**config.mk**
```make
export PLATFORM = sky130hd
export DESIGN_NAME = vga_scanout
export DESIGN_NICKNAME = d
export VERILOG_FILES = /design/src/rtl/vga_pkg.sv /design/src/rtl/vga_timing.sv /design/src/rtl/vga_scanout.sv
export SDC_FILE = /design/constraint.sdc
export NUM_CORES = 1
export LEC_CHECK = 0
export BUFFER_PORTS_ARGS = -buffer_cell sky130_fd_sc_hd__buf_2
export CAP_MARGIN = 20
export CELL_PAD_IN_SITES_DETAIL_PLACEMENT = 2
export CELL_PAD_IN_SITES_GLOBAL_PLACEMENT = 2
export CORE_MARGIN = 1.5
export CORE_UTILIZATION = 27
export DETAILED_ROUTE_END_ITERATION = 10
export GPL_TIMING_DRIVEN = 0
export HOLD_SLACK_MARGIN = 0.08
export PLACE_DENSITY = 0.85
export SLEW_MARGIN = 25
export SYNTH_ARGS = -nofsm -noshare
export SYNTH_HDL_FRONTEND = slang
export SYNTH_HIERARCHICAL = 1
export SYNTH_SLANG_ARGS = --single-unit
```
**constraint.sdc**
```tcl
create_clock -name clock -period 2.2 [get_ports clock]
set_input_delay 0.55 -clock clock [delete_from_list [all_inputs] [get_ports clock]]
set_output_delay 0.55 -clock clock [all_outputs]
set_load 0.02 [all_outputs]
```
**src/rtl/vga_pkg.sv**
```systemverilog
// Shared VGA timing constants, scan-out state type and small timing helpers.
// Also imported by the FIFO writer side, so keep it free of scan-out internals.
package vga_pkg;

   // 640x480 @ 60 Hz defaults (pixel clock 25.175 MHz)
   localparam int H_VIS_DEF       = 640;
   localparam int H_FP_DEF        = 16;
   localparam int H_SYNC_DEF      = 96;
   localparam int H_BP_DEF        = 48;
   localparam int V_VIS_DEF       = 480;
   localparam int V_FP_DEF        = 10;
   localparam int V_SYNC_DEF      = 2;
   localparam int V_BP_DEF        = 33;
   localparam int START_LEVEL_DEF = 256;

   // Counter width covers 800 clocks per line and 525 lines per frame
   localparam int CNT_W   = 10;
   // Width of the FIFO fill-level port
   localparam int USEDW_W = 10;

   typedef enum logic [0:0] {
      WAIT_FILL = 1'b0,
      RUN       = 1'b1
   } state_t;

   // Undelayed timing derived straight from the counters
   typedef struct packed {
      logic hsync;    // active-low
      logic vsync;    // active-low
      logic visible;  // inside the active picture
      logic origin;   // counters sit at pixel (0,0)
   } timing_t;

   // True when cnt lies in the inclusive window [lo, hi]
   function automatic logic in_range(input logic [CNT_W-1:0] cnt,
                                     input int lo,
                                     input int hi);
      return (cnt >= CNT_W'(lo)) && (cnt <= CNT_W'(hi));
   endfunction

endpackage

```
**src/rtl/vga_timing.sv**
```systemverilog
// Free-running horizontal/vertical counters and raw (undelayed) sync,
// visible-area and origin flags. Runs in every scan-out state.
module vga_timing
   import vga_pkg::*;
#(
   parameter int H_VIS  = H_VIS_DEF,
   parameter int H_FP   = H_FP_DEF,
   parameter int H_SYNC = H_SYNC_DEF,
   parameter int H_BP   = H_BP_DEF,
   parameter int V_VIS  = V_VIS_DEF,
   parameter int V_FP   = V_FP_DEF,
   parameter int V_SYNC = V_SYNC_DEF,
   parameter int V_BP   = V_BP_DEF
)(
   input  logic    clock,
   input  logic    reset,
   output timing_t raw_o,
   output logic    frame_end_o
);

   localparam int H_TOTAL = H_VIS + H_FP + H_SYNC + H_BP;
   localparam int V_TOTAL = V_VIS + V_FP + V_SYNC + V_BP;

   logic [CNT_W-1:0] h_cnt_q;
   logic [CNT_W-1:0] h_cnt_d;
   logic [CNT_W-1:0] v_cnt_q;
   logic [CNT_W-1:0] v_cnt_d;
   logic             h_last_s;
   logic             v_last_s;

   assign h_last_s = (h_cnt_q == CNT_W'(H_TOTAL - 1));
   assign v_last_s = (v_cnt_q == CNT_W'(V_TOTAL - 1));

   // Next count: h wraps at end of line, v advances once per h wrap
   always_comb begin
      h_cnt_d = h_cnt_q;
      v_cnt_d = v_cnt_q;
      if (h_last_s) begin
         h_cnt_d = '0;
         if (v_last_s) begin
            v_cnt_d = '0;
         end else begin
            v_cnt_d = v_cnt_q + CNT_W'(1);
         end
      end else begin
         h_cnt_d = h_cnt_q + CNT_W'(1);
      end
   end

   // Counter registers, restart at (0,0) on reset
   always_ff @(posedge clock or posedge reset) begin
      if (reset) begin
         h_cnt_q <= '0;
         v_cnt_q <= '0;
      end else begin
         h_cnt_q <= h_cnt_d;
         v_cnt_q <= v_cnt_d;
      end
   end

   assign raw_o.hsync   = !in_range(h_cnt_q, H_VIS + H_FP, H_VIS + H_FP + H_SYNC - 1);
   assign raw_o.vsync   = !in_range(v_cnt_q, V_VIS + V_FP, V_VIS + V_FP + V_SYNC - 1);
   assign raw_o.visible = (h_cnt_q < CNT_W'(H_VIS)) && (v_cnt_q < CNT_W'(V_VIS));
   assign raw_o.origin  = (h_cnt_q == '0) && (v_cnt_q == '0);
   assign frame_end_o   = h_last_s && v_last_s;

endmodule

```
**src/rtl/vga_scanout.sv**
```systemverilog
// VGA scan-out: pulls pixels from a non-showahead FIFO and drives the pins.
// Reads start only at a frame boundary once the FIFO holds START_LEVEL words;
// all pin outputs trail the counters by exactly one clock so they line up
// with the FIFO read data.
module vga_scanout
   import vga_pkg::*;
#(
   parameter int START_LEVEL = START_LEVEL_DEF,
   parameter int H_VIS       = H_VIS_DEF,
   parameter int H_FP        = H_FP_DEF,
   parameter int H_SYNC      = H_SYNC_DEF,
   parameter int H_BP        = H_BP_DEF,
   parameter int V_VIS       = V_VIS_DEF,
   parameter int V_FP        = V_FP_DEF,
   parameter int V_SYNC      = V_SYNC_DEF,
   parameter int V_BP        = V_BP_DEF
)(
   input  logic               clock,
   input  logic               reset,
   input  logic [23:0]        q,
   input  logic               rdempty,
   input  logic [USEDW_W-1:0] rdusedw,
   output logic               rdreq,
   output logic               hsync,
   output logic               vsync,
   output logic               blank_n,
   output logic [7:0]         red,
   output logic [7:0]         green,
   output logic [7:0]         blue,
   output logic               frame_start,
   output logic               underflow
);

   timing_t raw_s;
   logic    frame_end_s;
   logic    fill_ok_s;
   logic    rdreq_s;
   state_t  state_q;
   logic    underflow_q;
   logic    hsync_q;
   logic    vsync_q;
   logic    blank_n_q;
   logic    frame_start_q;
   logic    rd_q;

   vga_timing #(
      .H_VIS  (H_VIS),
      .H_FP   (H_FP),
      .H_SYNC (H_SYNC),
      .H_BP   (H_BP),
      .V_VIS  (V_VIS),
      .V_FP   (V_FP),
      .V_SYNC (V_SYNC),
      .V_BP   (V_BP)
   ) u_timing (
      .clock       (clock),
      .reset       (reset),
      .raw_o       (raw_s),
      .frame_end_o (frame_end_s)
   );

   assign fill_ok_s = (rdusedw >= USEDW_W'(START_LEVEL));

   // A read is issued only for a visible pixel in RUN with data available;
   // an empty FIFO just skips that pixel.
   assign rdreq_s = (state_q == RUN) && raw_s.visible && !rdempty;
   assign rdreq   = rdreq_s;

   // Scan-out FSM: wait for a primed FIFO at the last pixel of a frame, then
   // stay in RUN until reset; underflow latches until reset.
   always_ff @(posedge clock or posedge reset) begin
      if (reset) begin
         state_q     <= WAIT_FILL;
         underflow_q <= 1'b0;
      end else begin
         case (state_q)
            WAIT_FILL: begin
               if (frame_end_s && fill_ok_s) begin
                  state_q <= RUN;
               end else begin
                  state_q <= WAIT_FILL;
               end
            end
            RUN:     state_q <= RUN;
            default: state_q <= WAIT_FILL;
         endcase
         if ((state_q == RUN) && raw_s.visible && rdempty) begin
            underflow_q <= 1'b1;
         end else begin
            underflow_q <= underflow_q;
         end
      end
   end

   // One-clock delay stage so sync/blank/frame_start line up with q
   always_ff @(posedge clock or posedge reset) begin
      if (reset) begin
         hsync_q       <= 1'b1;
         vsync_q       <= 1'b1;
         blank_n_q     <= 1'b0;
         frame_start_q <= 1'b0;
         rd_q          <= 1'b0;
      end else begin
         hsync_q       <= raw_s.hsync;
         vsync_q       <= raw_s.vsync;
         blank_n_q     <= raw_s.visible;
         frame_start_q <= raw_s.origin;
         rd_q          <= rdreq_s;
      end
   end

   // Colour passes through only when last cycle's read delivered q;
   // skipped, blanked and pre-RUN pixels are black.
   always_comb begin
      if (rd_q) begin
         red   = q[23:16];
         green = q[15:8];
         blue  = q[7:0];
      end else begin
         red   = 8'd0;
         green = 8'd0;
         blue  = 8'd0;
      end
   end

   assign hsync       = hsync_q;
   assign vsync       = vsync_q;
   assign blank_n     = blank_n_q;
   assign frame_start = frame_start_q;
   assign underflow   = underflow_q;

endmodule

```
**After elaboration in Yosys (flattened, before gate mapping)**

Cells that the tools add are included.

- Magnitude comparators: 7
- Reductions and logical operators: 14
- Add/subtract/negate cells: 2
- Bitwise gates (word level): 1
- Equality and inequality tests: 2
- Mux-type cells: 7

Operators with widths:

| operator | number |
|---|---|
| 8-bit two-way mux | 3 |
| 10-bit by 1-bit adder with 10-bit output, second input constant | 2 |
| 10-bit == test, second input constant | 2 |
| 10-bit by 9-bit >= comparator with 1-bit output, second input constant | 2 |
| 10-bit logical NOT | 2 |
| 10-bit two-way mux | 2 |
| 10-bit >= comparator, second input constant | 1 |
| 10-bit <= comparator, second input constant | 1 |
| 10-bit by 9-bit <= comparator with 1-bit output, second input constant | 1 |
| 10-bit less-than comparator, second input constant | 1 |
| 10-bit by 9-bit less-than comparator with 1-bit output, second input constant | 1 |
| 1-bit logical AND | 9 |
| 1-bit logical NOT | 3 |
| 1-bit case mux with 2 select lines | 1 |
| 1-bit two-way mux | 1 |
| 1-bit NOT | 1 |

- Word-level logic and storage cells: 42
- Output and inout bits: 30
- Register bits: 27
- Input port bits: 37

**Logic depth before layout (Yosys ltp)**

Gate-level depths: netlist of the first run.

- Depth in word-level cells: 5
- Gate-level depth with buffers: 7

**By module**

The synthesis of the first run kept the hierarchy.

Modules (own cells, without submodules):

| module | times used | area each (µm²) | cells an instance | seq. area each (µm²) |
|---|---|---|---|---|
| vga_timing | 1 | 1124.8 | 119 | 500.5 |
| vga_scanout | 1 | 405.4 | 39 | 177.7 |

**Worst setup path after synthesis of the first run**

No wires, ideal clock.

- Kind: register to output
- From: register u_timing.v_cnt_q[5]
- To: output rdreq
- Cell stages (with the launch flop): 5
- Path buffers: 0
- Path slack: 0.351 ns
- Data required time: 1.650 ns
- Arrival time: 1.299 ns
- Cells stage by stage: dfrtp_1 and4_1 nor3_1 nand2_1 nor2_1

RTL lines:

| item | line | RTL |
|---|---|---|
| from (decl) | vga_timing.sv:26 | `logic [CNT_W-1:0] v_cnt_q;` |
| from (signal assigned) | vga_timing.sv:57 | `v_cnt_q <= v_cnt_d;` |
| to (decl) | vga_scanout.sv:23 | `output logic rdreq,` |

==> results of run 1 <==
## stage by stage
stage / instance area (µm²) / hold WS (ns) / util / setup TNS [ns]
after floorplan: 1530 / 0.352 / - / 0
after global placement: 1910 / 0.448 / 0.349 / 0
after detailed placement: 1910 / 0.464 / 0.349 / -0.737
after CTS: 1990 / 0.214 / 0.364 / 0
after global routing: 2000 / 0.217 / 0.365 / -0.0106
final: 2000 / 0.205 / 0.365 / 0
## worst max path at each step
stage	to	from	slack [ns]
2_1_floorplan	rdreq	u_timing/v_cnt_q[5]	0.35
3_3_place_gp	u_timing/v_cnt_q[1]	u_timing/v_cnt_q[0]	0.04
3_5_place_dp	u_timing/v_cnt_q[0]	u_timing/v_cnt_q[0]	-0.20
4_1_cts	rdreq	u_timing/v_cnt_q[5]	0.02
5_1_grt	rdreq	u_timing/h_cnt_q[7]	-0.01
6_report	rdreq	u_timing/v_cnt_q[5]	0.11
## power groups by stage
stage               clock network, mW  logic (mW)  registers (mW)
floorplan                           0     0.00751           0.506
global placement                    0      0.0330           0.506
detailed placement                  0      0.0350           0.506
CTS                             0.298      0.0356           0.496
global route                    0.313      0.0388           0.496
finish                          0.289      0.0341           0.496
## layout by cell type, fill, tap and decap left out, types with 2 or more instances in the layout
master	synthesis	layout
nor3_1	4	2
o31ai_1	2	2
buf_6	2	2
nor4_1	3	3
dfstp_2	2	2
xnor2_1	5	5
nand2b_1	2	2
nand4_1	5	5
and2_1	7	7
dfrtp_1	25	23
inv_1	11	11
ha_1	5	5
and3_1	3	3
a31oi_1	2	2
o211ai_1	3	3
nor2_1	11	10
buf_2	0	57
clkbuf_1	2	2
xor2_1	5	5
o21ai_0	10	10
clkbuf_8	0	3
dfrtp_2	0	2
and2_2	19	19
nand2_1	7	6
nand3_1	6	6
a21oi_1	2	2
## state kept, by name (all words and copies together), names as in the netlist
register	cells
vsync	1
blank_n	1
hsync	1
state_q	1
u_timing/v_cnt_q	10
frame_start	1
rd_q	1
u_timing/h_cnt_q	10
underflow	1
## metal layers
| layer | wire length, µm | vias up | GRT usage |
|---|---|---|---|
| met1 | 1940 | 711 | 0.174 |
| met2 | 2600 | 65 | 0.332 |
| li1 | - | 668 | - |
| met3 | 430 | 2 | 0.0372 |
| met4 | 23 | 0 | 0.0429 |
| met5 | 0 | - | 0 |
## what timing repair did
item,4_1_cts,5_1_grt
buffers inserted,0,0
gates resized for setup,10,2
pin swaps,1,0
endpoints found under the setup margin,5,3
## cells by family after synthesis
group / after synthesis
xor+xnor: 10
buf+inv: 15
compound gates: 22
flops: 27
simple gates: 79
fa+ha+maj: 5
## final cells by class
class,count,share of cell area
sequential,27,0.341
tap,72,0.0451
clock buffer,3,0.0207
buffer,4,0.0150
multi-input combinational,116,0.409
inverter,11,0.0207
clock inverter,1,0.00251
timing repair buffer,58,0.147
==> qor.csv, run 1 <==
metric,value,unit
status,"finished, final reports clean",
min_period,2.09,ns
reg2reg_depth,6,
synth.most_common_cell,dfrtp_1,
multi_input_area,816,µm²
drt-initial-drc-count,61,
worst_pin_slew,0.827,ns
avgSynthCellArea,9.68,µm²
swShare,0.218,
setup_viol_count_final,0,
htreeDepth,1,
cp_max_fo,7,
syn_inst,158,
grt_pass1_wl,8000,µm
place_congestion,0.714,
synth-seq-cells,27,
min_period_over_period,0.952,
critPathTopFamily,simple AND/OR/NAND/NOR gates,
intPower,640,µW
crit_type,reg -> out,
die_area,6130,µm²
synth_top_family_by_area,simple AND/OR/NAND/NOR gates,
num_vias,1446,
cp-end-kind,output port,
worst-path-buf-inv,1,
power,819,µW
port_buffers,58,
wire_per_inst,17.1,µm
place_inst,288,
clk_pin_slew,0.10,ns
initial_core_util,0.280,
place_ws,-0.197,ns
grt_pass1_vias,1576,
yosysSeqAreaShare,0.443,
synth_xor_area_frac,0.0572,
netlist_top_cells_area,"dfrtp_1 (41%), and2_2 (9.3%), ha_1 (4.1%), dfstp_2 (3.4%), o21ai_0 (3.3%)",
finalNetCount,263,
power_density,410,nW/µm²
via_per_inst,4.95,
yosysTopAreaCellShare,0.409,
yosysWarnings,6,
areaGrowthSynthToFinish,30.5,%
synth_common_cells,"dfrtp_1 (25), and2_2 (19), inv_1 (11), nor2_1 (11), o21ai_0 (10)",
antenna_found_initial,0,
clkPwrFrac,0.353,
synth.mux.area_fraction,0,
grt_usage,0.167,
slowest_delay,0.47,ns
ioPinCount,67,
die_y,78.3,µm
synthArstFlopShare,1.00,
tritoncts,done,
worstPathCellList,and4_4 -> nor3_4 -> nand2_2 -> nor2_4 -> buf_4,
clockBufferDepth,2,
drc,0,
synth_nets,200,
fillers,629,
slew_violations,0,
cts_buffers,3,
drt_pass1_iterations,4,
ys.flop_type,dfrtp_1,
crit_required,1.65,ns
syn_area,1530,µm²
rows,27,
hold_buffers,0,
hold_class,in -> async,
synth_simple_gate_area_frac,0.323,
r2r_start,u_timing/v_cnt_q[0],
ant_nets,0,
setup_ws,0.105,ns
gr-total-overflow,0,
synth_cell_type_count,37,
instances_no_fill,292,
pwr-share-comb,0.042,
power_switching,178,µW
cts_root_buffer,clkbuf_8,
insertion_delay,0.27,ns
layout-drive-gt1-share,0.450,
clock.fmax,0.477,GHz
fp.dieW,78.3,µm
seq_area,681,µm²
leakage,0.982,nW
seq_power_share,0.606,
drt_wl_total,4990,µm
r2r_slack,0.24,ns
crit_arrival,1.54,ns
slowest_stage,dfrtp_2,
setup.worst_path.start_class,flip-flop,
vdd_ir_drop_max,0.000197,V
finClkSkew,0.00199,ns
max-cap-violations,0,
grt_max_degree,21,
finalHoldViolCount,0,
cts.sinks,27,
synth_compound_area_frac,0.0891,
synthAdderAreaFrac,0.0409,
slew_headroom,0.448,
dp_hpwl,3900,µm
synth_edf_count,0,
synth_area_leader_cell,dfrtp_1,
worstReg2RegEnd,u_timing/v_cnt_q[0],
core-area,5470,µm²
antennaDiodeCount,0,
rsz0062_at_grt,true,
crit_cells,5,
Power figures use the tool's default switching activity.
==> inputs of run 2 (changes only) <==
--- a/config.mk
+++ b/config.mk
@@ -5,6 +5,7 @@
 export SDC_FILE = /design/constraint.sdc
 export NUM_CORES = 1
 export LEC_CHECK = 0
+export ABC_CLOCK_PERIOD_IN_PS = 2200
 export BUFFER_PORTS_ARGS = -buffer_cell sky130_fd_sc_hd__buf_2
 export CAP_MARGIN = 20
 export CELL_PAD_IN_SITES_DETAIL_PLACEMENT = 2
@@ -14,7 +15,7 @@
 export DETAILED_ROUTE_END_ITERATION = 10
 export GPL_TIMING_DRIVEN = 0
 export HOLD_SLACK_MARGIN = 0.08
-export PLACE_DENSITY = 0.85
+export PLACE_DENSITY = 0.81
 export SLEW_MARGIN = 25
 export SYNTH_ARGS = -nofsm -noshare
 export SYNTH_HDL_FRONTEND = slang
==> run 2 against run 1 <==
  * Non-clock buffer count is 2 higher
  * Sequential power about the same
  * Cell area is 0.13% higher
  * Clock power hardly changed
  * Largest power group unchanged
  * Worst hold slack lost 0.0034 ns
  * Largest cell class unchanged
==> qor.csv, run 2 (synthesis results as in run 1) <==
metric,value,unit
final_common_cell,buf_2,
port_buffers,58,
clock.fmax,0.483,GHz
vdd_ir_drop_max,0.000192,V
setup_ws,0.130,ns
worstPathCellList,and4_4 -> nor3_4 -> nand2_1 -> nor2_2 -> buf_4,
ant_nets,0,
grt_pass1_vias,1506,
fin_area,2000,µm²
r2r_start,u_timing/h_cnt_q[0],
layout_common_cells,"buf_2 (57), dfrtp_1 (23), and2_2 (19)",
gr-total-overflow,0,
layout-drive-gt1-share,0.446,
die_y,78.3,µm
drt_wl_total,4680,µm
power_density,409,nW/µm²
grt_usage,0.156,
crit_arrival,1.52,ns
tritoncts,done,
fp.dieW,78.3,µm
max-cap-violations,0,
min_period_over_period,0.941,
drc,0,
setup.worst_path.start_class,flip-flop,
cp_max_fo,7,
crit_type,reg -> out,
grt_pass1_wl,7560,µm
ioPinCount,67,
slew_violations,0,
slowest_stage,dfrtp_2,
finalHoldViolCount,0,
cts_buffers,3,
postPlaceCellArea,1910,µm²
grt_max_degree,21,
slowest_delay,0.47,ns
place_ws,-0.0661,ns
core-area,5470,µm²
tns,0,ns
status,"finished, final reports clean",
dp_hpwl,3650,µm
rows,27,
place_inst,288,
instances_no_fill,294,
cts.sinks,27,
rsz0062_at_grt,false,
clockBufferDepth,2,
top_regs,"u_timing/h_cnt_q x10, u_timing/v_cnt_q x10",
worst-path-buf-inv,1,
antennaDiodeCount,0,
cts_root_buffer,clkbuf_8,
finalNetCount,265,
wire_per_inst,15.9,µm
drt_pass1_iterations,4,
r2r_slack,0.18,ns
worstReg2RegEnd,u_timing/v_cnt_q[0],
htreeDepth,1,
leakage,0.993,nW
insertion_delay,0.27,ns
hold_buffers,0,
slew_headroom,0.394,
setup_viol_count_final,0,
cp-end-kind,output port,
place_congestion,0.748,
crit_required,1.65,ns
initial_core_util,0.280,
fillers,649,
clk_pin_slew,0.10,ns
finClkSkew,0.00452,ns
power,818,µW
areaGrowthSynthToFinish,30.7,%
startpoint,u_timing/v_cnt_q[5],
drt-initial-drc-count,37,
die_area,6130,µm²
critPathTopFamily,simple AND/OR/NAND/NOR gates,
hold_class,in -> async,
min_period,2.07,ns
num_vias,1419,
reg2reg_depth,5,
worst_pin_slew,0.901,ns
via_per_inst,4.83,
antenna_found_initial,0,
[run 2: final cells by class]
type                       count  area, µm²  area share
clock inverter                 1       5.00     0.00250
multi-input combinational    116        803       0.402
tap                           72       90.1      0.0451
timing repair buffer          60        308       0.154
sequential                    27        681       0.340
clock buffer                   3       41.3      0.0207
buffer                         4       30.0      0.0150
inverter                      11       41.3      0.0207
[run 2: routing by layer]
| metal | up-vias | track usage | share of wire |
|---|---|---|---|
| met5 | - | 0 | 0 |
| li1 | 673 | - | - |
| met4 | 0 | 0.0375 | 0.0066 |
| met3 | 4 | 0.0314 | 0.073 |
| met2 | 61 | 0.295 | 0.50 |
| met1 | 681 | 0.178 | 0.42 |
[run 2: worst max path at each step]
stage,end,slack [ns],cells after the start
finish,rdreq,0.13,5
CTS,rdreq,-0.02,5
global route,rdreq,0.009,6
floorplan,rdreq,0.35,4
global placement,u_timing/v_cnt_q[0],0.02,6
detailed placement,u_timing/v_cnt_q[0],-0.07,6
[run 2: what timing repair did]
item                                    CTS  global route
resized for setup                         5             4
endpoints found under the setup margin    3             1
pin swaps                                 1             0
buffers inserted                          0             2
[run 2: power breakdown]
part	internal (mW)	switching (mW)	leakage (nW)
logic	0.0172	0.0167	0.620
registers	0.496	0	0.347
clock network	0.127	0.161	0.0255
[run 2: stage by stage]
stage / hold slack [ns] / util
after floorplan: 0.352 / -
after global placement: 0.449 / 0.349
after detailed placement: 0.500 / 0.349
after CTS: 0.211 / 0.361
after global routing: 0.221 / 0.365
final: 0.201 / 0.365
==> inputs of run 3 (changes only) <==
--- a/config.mk
+++ b/config.mk
@@ -16,6 +16,7 @@
 export GPL_TIMING_DRIVEN = 0
 export HOLD_SLACK_MARGIN = 0.08
 export PLACE_DENSITY = 0.81
+export RECOVER_POWER = 25
 export SLEW_MARGIN = 25
 export SYNTH_ARGS = -nofsm -noshare
 export SYNTH_HDL_FRONTEND = slang
==> run 3 against run 2 <==
  * Register-to-register slack about the same
  * Worst hold slack got worse by 0.016 ns
  * Worst setup slack stayed put
  * Critical path depth did not move
  * Largest power group unchanged
==> qor.csv, run 3 (synthesis results as in run 1) <==
metric,value,unit
status,"finished, final reports clean",
max-cap-violations,0,
rows,27,
final_core_utilization,0.365,
slew_violations,0,
grt_pass1_wl,7560,µm
slowest_delay,0.47,ns
setup_viol_count_final,0,
hold_class,in -> async,
power_density,409,nW/µm²
tns,0,ns
top_regs,"u_timing/h_cnt_q x10, u_timing/v_cnt_q x10",
cp-end-kind,output port,
antennaDiodeCount,0,
worstReg2RegEnd,u_timing/v_cnt_q[0],
via_per_inst,4.83,
finalHoldViolCount,0,
grt_pass1_vias,1506,
cts.sinks,27,
die_area,6130,µm²
wire_per_inst,15.9,µm
vdd_ir_drop_max,0.000192,V
drt_pass1_iterations,4,
gr-total-overflow,0,
drt-initial-drc-count,37,
slowest_stage,dfrtp_2,
cts_buffers,3,
leakage,0.990,nW
finalNetCount,265,
critPathTopFamily,simple AND/OR/NAND/NOR gates,
power,817,µW
setup.worst_path.start_class,flip-flop,
crit_arrival,1.52,ns
layout_common_cells,"buf_2 (56), dfrtp_1 (23), and2_2 (19)",
min_period_over_period,0.941,
initial_core_util,0.280,
grt_usage,0.156,
instances_no_fill,294,
tritoncts,done,
core-area,5470,µm²
place_congestion,0.748,
insertion_delay,0.27,ns
clk_pin_slew,0.10,ns
clock.fmax,0.483,GHz
r2r_slack,0.18,ns
htreeDepth,1,
slew_headroom,0.395,
ant_nets,0,
worstPathCellList,and4_4 -> nor3_4 -> nand2_1 -> nor2_2 -> buf_4,
antenna_found_initial,0,
port_buffers,58,
dp_hpwl,3650,µm
num_vias,1420,
r2r_start,u_timing/h_cnt_q[0],
startpoint,u_timing/v_cnt_q[5],
crit_type,reg -> out,
place_inst,288,
areaGrowthSynthToFinish,30.6,%
grt_max_degree,21,
hold_buffers,0,
worst_pin_slew,0.901,ns
min_period,2.07,ns
cp_max_fo,7,
final_common_cell,buf_2,
finClkSkew,0.00452,ns
crit_required,1.65,ns
reg2reg_depth,5,
ioPinCount,67,
rsz0062_at_grt,false,
fp.dieW,78.3,µm
cts_root_buffer,clkbuf_8,
drc,0,
worst-path-buf-inv,1,
drt_wl_total,4670,µm
layout-drive-gt1-share,0.441,
die_y,78.3,µm
clockBufferDepth,2,
==> run 3: changes by cell type in the layout (fill, tap and decap cells not counted) <==
cell      previous run  this run
buf_2               57        56
clkbuf_1             2         3
==> run 3: routing by layer <==
| layer | track usage | routed length [µm] | part of all wire |
|---|---|---|---|
| met1 | 0.178 | 1960 | 0.42 |
| met2 | 0.295 | 2340 | 0.50 |
| met3 | 0.0314 | 341 | 0.073 |
| met4 | 0.0375 | 31 | 0.0066 |
| met5 | 0 | 0 | 0 |
==> run 3: what timing repair did <==
action / CTS / global route
gates resized for setup: 5 / 4
gates cloned: 0 / 0
endpoints found under the setup margin: 3 / 1
setup buffers: 0 / 2
pin swaps: 1 / 0
==> run 3: how the worst max path moves through the flow <==
| stage | to | slack (ns) | depth (start not counted) |
|---|---|---|---|
| 4_1_cts | rdreq | -0.02 | 5 |
| 5_1_grt | rdreq | 0.009 | 6 |
| 3_3_place_gp | u_timing/v_cnt_q[0] | 0.02 | 6 |
| 3_5_place_dp | u_timing/v_cnt_q[0] | -0.07 | 6 |
| 6_report | rdreq | 0.13 | 5 |
| 2_1_floorplan | rdreq | 0.35 | 4 |
==> run 3: metrics by stage <==
step	cell area, µm²	setup WS, ns	hold WS, ns
final	2000	0.130	0.185
after global routing	2000	0.00856	0.211
after CTS	1970	-0.0197	0.211
after detailed placement	1910	-0.0661	0.500
after global placement	1910	0.0250	0.449
after floorplan	1530	0.351	0.352
==> run 3: area by class of cell <==
cell class | instances | area [µm²]
Buffer | 4 | 30.0
Clock buffer | 3 | 41.3
Clock inverter | 1 | 5.00
Fill cell | 650 | 3470
Inverter | 11 | 41.3
Multi-Input combinational cell | 116 | 803
Sequential cell | 27 | 681
Tap cell | 72 | 90.1
Timing Repair Buffer | 60 | 307
==> run 3: power breakdown <==
part           leakage (nW)  switching (mW)  internal [mW]
sequential            0.347               0          0.496
combinational         0.617          0.0167         0.0170
clock                0.0255           0.161          0.127
==> run 3: worst register-to-register path, cell delays in order, from the launching register on <==
cell and delay [ns]:
dfrtp_1 0.42, ha_1 0.24, nand4_2 0.19, nor3_1 0.78, o211ai_1 0.18, o21ai_0 0.14
